### src/rtl/parking_pkg.sv
// Shared types and sensor codes for the parking-lot occupancy controller.
// Sensor codes are {a, b} after polarity correction: 1 means the beam is broken.
package parking_pkg;

  typedef enum logic [2:0] {
    IDLE  = 3'd0,
    EN_A  = 3'd1,
    EN_AB = 3'd2,
    EN_B  = 3'd3,
    EX_B  = 3'd4,
    EX_BA = 3'd5,
    EX_A  = 3'd6,
    WAIT  = 3'd7
  } gate_state_t;

  localparam logic [1:0] AB_NONE = 2'b00;
  localparam logic [1:0] AB_A    = 2'b10;
  localparam logic [1:0] AB_B    = 2'b01;
  localparam logic [1:0] AB_BOTH = 2'b11;

endpackage

### src/rtl/parking_gate_fsm.sv
// One gate: polarity fix, 2-flop synchronizer, A/B sequence decoder and
// registered entry/exit event pulses.
module parking_gate_fsm
  import parking_pkg::*;
#(
  parameter bit SENSOR_ACTIVE_LOW = 1'b0
) (
  input  logic clk,
  input  logic reset,
  input  logic sensor_a,
  input  logic sensor_b,
  output logic entry_pulse,
  output logic exit_pulse,
  output logic gate_busy
);

  logic [1:0]  ab_pin;
  logic [1:0]  sync1_reg;
  logic [1:0]  sync2_reg;
  gate_state_t state_reg, state_next;
  logic        entry_reg, entry_next;
  logic        exit_reg, exit_next;

  assign ab_pin = {sensor_a, sensor_b} ^ {2{SENSOR_ACTIVE_LOW}};

  always_ff @(posedge clk) begin
    if (reset) begin
      sync1_reg <= AB_NONE;
      sync2_reg <= AB_NONE;
      state_reg <= IDLE;
      entry_reg <= 1'b0;
      exit_reg  <= 1'b0;
    end else begin
      sync1_reg <= ab_pin;
      sync2_reg <= sync1_reg;
      state_reg <= state_next;
      entry_reg <= entry_next;
      exit_reg  <= exit_next;
    end
  end

  // Unlisted codes hold; a jump into the opposite direction's pattern parks in WAIT.
  always_comb begin
    state_next = state_reg;
    entry_next = 1'b0;
    exit_next  = 1'b0;
    case (state_reg)
      IDLE: begin
        if (sync2_reg == AB_A)         state_next = EN_A;
        else if (sync2_reg == AB_B)    state_next = EX_B;
        else if (sync2_reg == AB_BOTH) state_next = WAIT;
      end
      EN_A: begin
        if (sync2_reg == AB_BOTH)      state_next = EN_AB;
        else if (sync2_reg == AB_NONE) state_next = IDLE;
        else if (sync2_reg == AB_B)    state_next = WAIT;
      end
      EN_AB: begin
        if (sync2_reg == AB_B)         state_next = EN_B;
        else if (sync2_reg == AB_A)    state_next = EN_A;
      end
      EN_B: begin
        if (sync2_reg == AB_NONE) begin
          state_next = IDLE;
          entry_next = 1'b1;
        end else if (sync2_reg == AB_BOTH) state_next = EN_AB;
        else if (sync2_reg == AB_A)        state_next = WAIT;
      end
      EX_B: begin
        if (sync2_reg == AB_BOTH)      state_next = EX_BA;
        else if (sync2_reg == AB_NONE) state_next = IDLE;
        else if (sync2_reg == AB_A)    state_next = WAIT;
      end
      EX_BA: begin
        if (sync2_reg == AB_A)         state_next = EX_A;
        else if (sync2_reg == AB_B)    state_next = EX_B;
      end
      EX_A: begin
        if (sync2_reg == AB_NONE) begin
          state_next = IDLE;
          exit_next  = 1'b1;
        end else if (sync2_reg == AB_BOTH) state_next = EX_BA;
        else if (sync2_reg == AB_B)        state_next = WAIT;
      end
      WAIT: begin
        if (sync2_reg == AB_NONE)      state_next = IDLE;
      end
      default: state_next = IDLE;
    endcase
  end

  assign entry_pulse = entry_reg;
  assign exit_pulse  = exit_reg;
  assign gate_busy   = (state_reg != IDLE);

endmodule

### src/rtl/parking_lot_ctrl.sv
// Multi-gate parking-lot controller: per-gate sequence decoders feeding a
// shared clamped occupancy counter with registered status and sticky errors.
module parking_lot_ctrl
  import parking_pkg::*;
#(
  parameter int NUM_GATES         = 2,
  parameter int CAPACITY          = 7,
  parameter bit SENSOR_ACTIVE_LOW = 1'b0,
  localparam int CNT_W            = $clog2(CAPACITY + 1)
) (
  input  logic                 clk,
  input  logic                 reset,
  input  logic [NUM_GATES-1:0] sensor_a,
  input  logic [NUM_GATES-1:0] sensor_b,
  input  logic                 clr_err,
  output logic [CNT_W-1:0]     count,
  output logic [CNT_W-1:0]     free,
  output logic                 full,
  output logic                 empty,
  output logic                 ovf_err,
  output logic                 unf_err,
  output logic [NUM_GATES-1:0] entry_pulse,
  output logic [NUM_GATES-1:0] exit_pulse,
  output logic [NUM_GATES-1:0] gate_busy
);

  localparam int NET_W = CNT_W + $clog2(NUM_GATES) + 2;

  genvar gi;
  generate
    for (gi = 0; gi < NUM_GATES; gi++) begin : g_gate
      parking_gate_fsm #(
        .SENSOR_ACTIVE_LOW(SENSOR_ACTIVE_LOW)
      ) u_gate (
        .clk        (clk),
        .reset      (reset),
        .sensor_a   (sensor_a[gi]),
        .sensor_b   (sensor_b[gi]),
        .entry_pulse(entry_pulse[gi]),
        .exit_pulse (exit_pulse[gi]),
        .gate_busy  (gate_busy[gi])
      );
    end
  endgenerate

  logic [CNT_W-1:0]        count_reg, count_next;
  logic [CNT_W-1:0]        free_reg;
  logic                    full_reg, empty_reg;
  logic                    ovf_reg, unf_reg;
  logic                    ovf_set, unf_set;
  logic signed [NET_W-1:0] net, raw;

  always_comb begin
    net = '0;
    for (int i = 0; i < NUM_GATES; i++) begin
      net = net + NET_W'(entry_pulse[i]) - NET_W'(exit_pulse[i]);
    end
    raw        = net + $signed(NET_W'(count_reg));
    ovf_set    = 1'b0;
    unf_set    = 1'b0;
    count_next = CNT_W'(raw);
    if (raw > $signed(NET_W'(CAPACITY))) begin
      count_next = CNT_W'(CAPACITY);
      ovf_set    = 1'b1;
    end else if (raw[NET_W-1]) begin
      count_next = '0;
      unf_set    = 1'b1;
    end
  end

  // Status flags derive from count_next so they change on the same edge as count.
  always_ff @(posedge clk) begin
    if (reset) begin
      count_reg <= '0;
      free_reg  <= CNT_W'(CAPACITY);
      full_reg  <= 1'b0;
      empty_reg <= 1'b1;
      ovf_reg   <= 1'b0;
      unf_reg   <= 1'b0;
    end else begin
      count_reg <= count_next;
      free_reg  <= CNT_W'(CAPACITY) - count_next;
      full_reg  <= (count_next == CNT_W'(CAPACITY));
      empty_reg <= (count_next == '0);
      ovf_reg   <= ovf_set | (ovf_reg & ~clr_err);
      unf_reg   <= unf_set | (unf_reg & ~clr_err);
    end
  end

  assign count   = count_reg;
  assign free    = free_reg;
  assign full    = full_reg;
  assign empty   = empty_reg;
  assign ovf_err = ovf_reg;
  assign unf_err = unf_reg;

endmodule

### config.mk
export PLATFORM = sky130hd
export DESIGN_NAME = parking_lot_ctrl
export DESIGN_NICKNAME = d
export VERILOG_FILES = /design/src/rtl/parking_pkg.sv /design/src/rtl/parking_gate_fsm.sv /design/src/rtl/parking_lot_ctrl.sv
export SDC_FILE = /design/constraint.sdc
export NUM_CORES = 1
export LEC_CHECK = 0
export CAP_MARGIN = 20
export CORE_AREA = 2 2 73 75
export CTS_CLUSTER_DIAMETER = 80
export DETAILED_ROUTE_END_ITERATION = 12
export DIE_AREA = 0 0 75 77
export GPL_TIMING_DRIVEN = 0
export PLACE_DENSITY = 0.66
export SYNTH_ARGS = -nofsm -noshare
export SYNTH_HDL_FRONTEND = slang
export SYNTH_HIERARCHICAL = 1
export SYNTH_SLANG_ARGS = --single-unit
### constraint.sdc
create_clock -name clk -period 3.55 [get_ports clk]
set_input_delay 0.355 -clock clk [delete_from_list [all_inputs] [get_ports clk]]
set_output_delay 0.355 -clock clk [all_outputs]
set_load 0.05 [all_outputs]
==> results.md, run 1 <==
* Fin nets at 260
* Lkg Pwr at 0.852 nW
* First DRT Iteration DRCs at 89
* Syn. warnings at 6
* Ratio of cells with drive above 1 in the final layout at 0.146
* Reg2Reg Depth at 7
* Chip height at 77 µm
* Total CTS buffers at 3
* Synth top area cells: dfxtp_1 29%, ha_1 10%, inv_1 4.6%
* Count leader, synth: dfxtp_1
* Area of the multi-input gates at 1220 µm²
* Tot GR Track Use at 0.133
* Inserted Diodes at 0
* CTS tree: built
* Syn Nets at 233
* FMAX at 375 MHz
* Area leader, netlist: dfxtp_1
* GR Overflow Total at 0
* H-tree depth at 1
* #FFs+latches synth at 28
* Vias in the first global route at 1380
* Max-cap violations at 0
* Synthesis-to-layout area growth at 19.5%
* Crit-path max cell delay at 470 ps
* Cell variety after synth at 49
* Outcome: finished, final reports clean
* Cts hold-fix bufs at 0
* CP Data Arrival Time at 2840 ps
* CP max FO at 7
* First-pass GRT wire length at 6230 µm
* Ys async rst share at 0
* DP Cell Count at 299
* Final cell count without fillers at 303
* CP Launch Type: register
* Final setup margin at 881 ps
* Maximum number of pins on one net before global-route repair at 26
* CP most frequent cell: fa_1
* Crit-path slowest cell: fa_1
* DRC Markers at 0
* RSZ-0062 raised after global routing: false
* Cell area after synthesis at 1940 µm²
* Fin crit period at 2670 ps
* Tot Pwr at 0.00150 W
* Number of I/O pins at 23
* Slew @ Worst Pin at 987 ps
* Fin area at 2320 µm²
* Yosys top cell area share at 0.289
* Routed WL at 3510 µm
* Placed instance area at 2250 µm²
* Placer congestion estimate at 0.830
* Register area at 561 µm²
* Core area at 4980 µm²
* Worst r2r dst: empty
* Dpl hpwl at 2690 µm
* Fillcell total at 498
* Die X at 75 µm
* Reg-to-reg slack, setup at 880 ps
* Drt pass-1 iters at 4
* Seq/Total Area, Yosys at 0.289
* Met1 Usage GRT at 0.188
* Crit path kind: reg -> reg
* Initial cell density of the core at 0.390
* Reg clk slew, reported paths at 100 ps
* Hold path startpoint: g_gate[0].u_gate/sync1_reg[1]
* Worst R2R Start: g_gate[0].u_gate/entry_pulse
* Post-CTS Setup Inserts at 0
* Met3 usage in global routing at 0.0210
* Skew-Pair Late Insertion Delay at 270 ps
* Max Slew Vio Count at 0
* Post-synth EDFFs at 0
* Worst setup EP type: register
* Max reg flops at 6
* Via count at 1520
* ANT nets after route at 0
* Mapped Cells at 207
* PD cells at 647 nW/µm²
* Fin. Hold Viols at 0
* Final worst path period share at 0.752
* Dpl ws at 862 ps
* Core Rows at 26
* Skew final at 1.04 ps
* Peak VDD IR at 0.255 mV
* Port Buffers at 22
* Initial antenna violation count at 0
* Commonest cells in the netlist: 28 x dfxtp_1, 24 x inv_1, 16 x ha_1
* M2 GR Usage at 0.211
* Drt wl/cell at 11.6 µm
* Hold Crit Endpoint: g_gate[0].u_gate/sync2_reg[1]
* Cell Chain, Critical Path: inv_1, ha_1, fa_1, fa_1, o31ai_1, or2b_1, o221a_2
* Die ar. at 5780 µm²
* Busiest grt layer: met2
* Root buf cell: clkbuf_8
* Slew headroom at 0.340
* Hold path cells at 1
* Main flop type after synthesis: dfxtp_1
* DR vias/cell at 5.02
* # setup viols final at 0
* Worst Path Required at 3720 ps
* Mean Syn Cell Area at 9.38 µm²
* Setup TNS Final at 0 ps
* Num Clock Sinks at 28
* Post-CTS Resized at 0
* Hold crit path type: reg -> reg
* Clock Path Buffers at 2
layer usage:
layer	wire length, µm	up-vias
li1	-	795
met1	1720	697
met2	1660	24
met3	101	4
met4	37	0
met5	0	-
how the worst max path moves through the flow:
stage	from	to	slack (ps)	cells after the start
2_1_floorplan	g_gate[0].u_gate/entry_pulse	empty	730	7
3_5_place_dp	g_gate[0].u_gate/entry_pulse	empty	860	7
5_1_grt	g_gate[0].u_gate/entry_pulse	empty	730	7
6_report	g_gate[0].u_gate/entry_pulse	empty	880	7
4_1_cts	g_gate[0].u_gate/entry_pulse	empty	850	7
3_3_place_gp	g_gate[0].u_gate/entry_pulse	empty	890	7
cell families (layout without fill, tap and decap cells):
logic type | Yosys count | count (layout) | share of synthesized area
fa+ha+maj | 19 | 19 | 0.134
flops | 28 | 28 | 0.289
buf+inv | 31 | 57 | 0.0831
simple gates | 62 | 62 | 0.212
compound gates | 62 | 62 | 0.253
xor+xnor | 1 | 1 | 0.00838
mux | 4 | 4 | 0.0206
critical path, delay by kind of cell (launching register included):
family	cells	cell delay (ps)
AOI/OAI and AO/OA	2	560
and+or+nand+nor	1	360
DFF	1	350
adders and majority gates	3	1260
buffers and inverters	1	50
stage by stage:
stage / util / hold WS [ps]
2_1_floorplan: - / 414
3_3_place_gp: 0.452 / 417
3_5_place_dp: 0.452 / 422
4_1_cts: 0.466 / 447
5_1_grt: 0.466 / 458
6_report: 0.466 / 445
placed cells by master (no fill, tap or decap), types with 3 or more instances in the layout:
| master | n |
|---|---|
| a221oi_2 | 5 |
| clkbuf_8 | 3 |
| nand2b_1 | 11 |
| o31ai_1 | 3 |
| o22ai_1 | 3 |
| nor2_1 | 8 |
| o32ai_1 | 3 |
| o21ai_0 | 5 |
| nand3b_1 | 3 |
| buf_6 | 5 |
| ha_1 | 16 |
| a21oi_1 | 13 |
| clkdlybuf4s50_1 | 22 |
| nand2_1 | 4 |
| nand3_1 | 5 |
| nor2b_1 | 11 |
| dfxtp_1 | 28 |
| fa_1 | 3 |
| a31oi_1 | 6 |
| mux2i_1 | 4 |
| inv_1 | 24 |
cell type report:
cell class / instances / share of cell area
tap: 70 / 0.0377
clock buffer: 3 / 0.0178
buffer: 7 / 0.0307
clock inverter: 1 / 0.0129
sequential: 28 / 0.242
timing repair buffer: 22 / 0.0949
multi-input combinational: 148 / 0.526
inverter: 24 / 0.0388
power breakdown:
part | switching, W | internal [W] | total [W] | leakage, nW
combinational | 0.000492 | 0.000348 | 0.000840 | 0.586
clock | 0.000105 | 0.000151 | 0.000256 | 0.0357
sequential | 0.0000354 | 0.000371 | 0.000407 | 0.230
total | 0.000632 | 0.000871 | 0.00150 | 0.852
(Power assumes the default switching activity.)
==> run 2, diff against run 1 <==
PLACE_DENSITY = 0.68   (was 0.66)
clock period = 2.2 ns   (was 3.55 ns; I/O delays follow)
==> results.md, run 2 (synthesis gave the netlist of run 1 again) <==
* Max-cap violations at 0 (unchanged)
* Worst R2R Start: g_gate[0].u_gate/entry_pulse
* Tot GR Track Use at 0.148 (+0.0154)
* Peak VDD IR at 0.476 mV (+86%)
* Die X at 75 µm (unchanged)
* Ratio of cells with drive above 1 in the final layout at 0.269 (+0.123)
* Initial cell density of the core at 0.390 (unchanged)
* DR vias/cell at 5.10 (+1.8%)
* Skew-Pair Late Insertion Delay at 270 ps (about the same)
* Met3 usage in global routing at 0.0145 (-0.00657)
* Num Clock Sinks at 28 (unchanged)
* M2 GR Usage at 0.246 (+0.0360)
* Drt pass-1 iters at 4 (unchanged)
* Synthesis-to-layout area growth at 30.4%
* Max Slew Vio Count at 0 (unchanged)
* Dpl hpwl at 2840 µm (+5.7%)
* CP Data Arrival Time at 2500 ps (-340 ps)
* CTS tree: built
* # setup viols final at 7 (+7)
* CP most frequent cell: ha_4
* Crit path kind: reg -> reg
* Crit-path max cell delay at 510 ps (+40 ps)
* Worst Path Required at 2370 ps (-1350 ps)
* Violated checks: negative setup slack
* Lkg Pwr at 0.931 nW (+9.3%)
* Number of I/O pins at 23 (unchanged)
* Via count at 1608 (+5.8%)
* Hold crit path type: reg -> reg
* Chip height at 77 µm (unchanged)
* H-tree depth at 1 (unchanged)
* DRC Markers at 0 (unchanged)
* Slew headroom at 0.357 (+0.0171)
* Fin nets at 272 (+4.6%)
* Outcome: complete, but fails checks
* Port Buffers at 22 (unchanged)
* Drt wl/cell at 12.7 µm (+9.4%)
* PD cells at 1090 nW/µm² (+69%)
* Clock Path Buffers at 2 (unchanged)
* Reg-to-reg slack, setup at -120 ps (-1010 ps)
* Core area at 4980 µm² (unchanged)
* Slew @ Worst Pin at 961 ps (-25.6 ps)
* First DRT Iteration DRCs at 96 (+7.9%)
* RSZ-0062 raised after global routing: true
* Routed WL at 4000 µm (+14%)
* GR Overflow Total at 0 (unchanged)
* CP Launch Type: register
* Final setup margin at -125 ps (-1010 ps)
* Most frequent cells in the layout: 22 x dfxtp_1, 22 x clkdlybuf4s50_1, 21 x inv_1
* Busiest grt layer: met2
* Max reg flops at 6 (unchanged)
* FMAX at 430 MHz (+15%)
* Initial antenna violation count at 0 (unchanged)
* Fin. Hold Viols at 0 (unchanged)
* Final worst path period share at 1.06 (+0.305)
* CP max FO at 7 (unchanged)
* Inserted Diodes at 0 (unchanged)
* Core Util, Final at 0.509 (+0.0425)
* DP Cell Count at 299 (unchanged)
* Fillcell total at 465 (-6.6%)
* Placer congestion estimate at 0.803 (-3.2%)
* Cell Chain, Critical Path: inv_2, ha_4, inv_4, ha_4, fa_2, buf_4, o31ai_4, or2b_4, o221a_2
* Worst Setup SP: g_gate[0].u_gate/entry_pulse
* Final cell count without fillers at 315 (+4.0%)
* Skew final at 3.45 ps (+2.41 ps)
* Fin crit period at 2320 ps (-344 ps)
* Die ar. at 5780 µm² (unchanged)
* Hold path startpoint: g_gate[0].u_gate/sync1_reg[0]
* Total CTS buffers at 3 (unchanged)
* CP bufs+invs at 3 (+2)
* Worst setup EP type: register
* First-pass GRT wire length at 6950 µm (+12%)
* Core Rows at 26 (unchanged)
* Met1 Usage GRT at 0.190 (+0.00262)
* ANT nets after route at 0 (unchanged)
* Reg clk slew, reported paths at 100 ps (about the same)
* Root buf cell: clkbuf_8
* Maximum number of pins on one net before global-route repair at 26 (unchanged)
* Crit-path slowest cell: fa_2
* Vias in the first global route at 1598 (+16%)
* CP delay by family, top: adder cells
-- run 2: layer usage --
metal / part of all wire / wire, µm
met5: 0 / 0
met4: 0.015 / 59
met3: 0.027 / 107
met2: 0.50 / 2000
met1: 0.46 / 1830
-- run 2: cell type report --
type                       count  area, µm²  share of cell area
inverter                      24       92.6              0.0366
multi-input combinational    148       1320               0.522
clock inverter                 1       30.0              0.0119
clock buffer                   3       41.3              0.0163
sequential                    28        578               0.228
tap                           70       87.6              0.0346
buffer                         7       71.3              0.0282
timing repair buffer          34        310               0.123
-- run 2: per-stage QoR --
step / total power (W) / hold slack, ps / TNS, ps / worst slack, ps / instance area [µm²]
3_5_place_dp: 0.00208 / 422 / -891 / -172 / 2310
2_1_floorplan: 0.00176 / 286 / -605 / -167 / 2000
4_1_cts: 0.00263 / 447 / -322 / -106 / 2480
5_1_grt: 0.00293 / 464 / -1250 / -201 / 2530
6_report: 0.00276 / 445 / -454 / -125 / 2530
3_3_place_gp: 0.00205 / 416 / -580 / -126 / 2310
-- run 2: path summary, 6_finish.rpt --
path | end | depth (start not counted)
setup / recovery | empty | 9
hold / removal | g_gate[0].u_gate/sync2_reg[0] | 1
hold reg to reg | g_gate[0].u_gate/sync2_reg[0] | 1
setup reg to reg | empty | 9
-- run 2: worst reg2reg max path: cells and delay by family (launching register included) --
kind	cells	cell delay, ps
fa+ha+maj	3	800
compound gates	2	460
flops	1	350
simple gates	1	330
buf+inv	3	280
-- run 2: what timing repair did --
item,in CTS,in global routing
setup buffers,9,3
hold buffers,0,0
endpoints found under the setup margin,9,9
pin swaps,6,3
gates resized for setup,8,4
-- run 2: where the power goes --
part           switching (W)  total [W]  internal, W  leakage (nW)
sequential         0.0000596   0.000658     0.000598         0.234
clock               0.000165   0.000408     0.000244        0.0357
combinational       0.000918    0.00170     0.000780         0.661
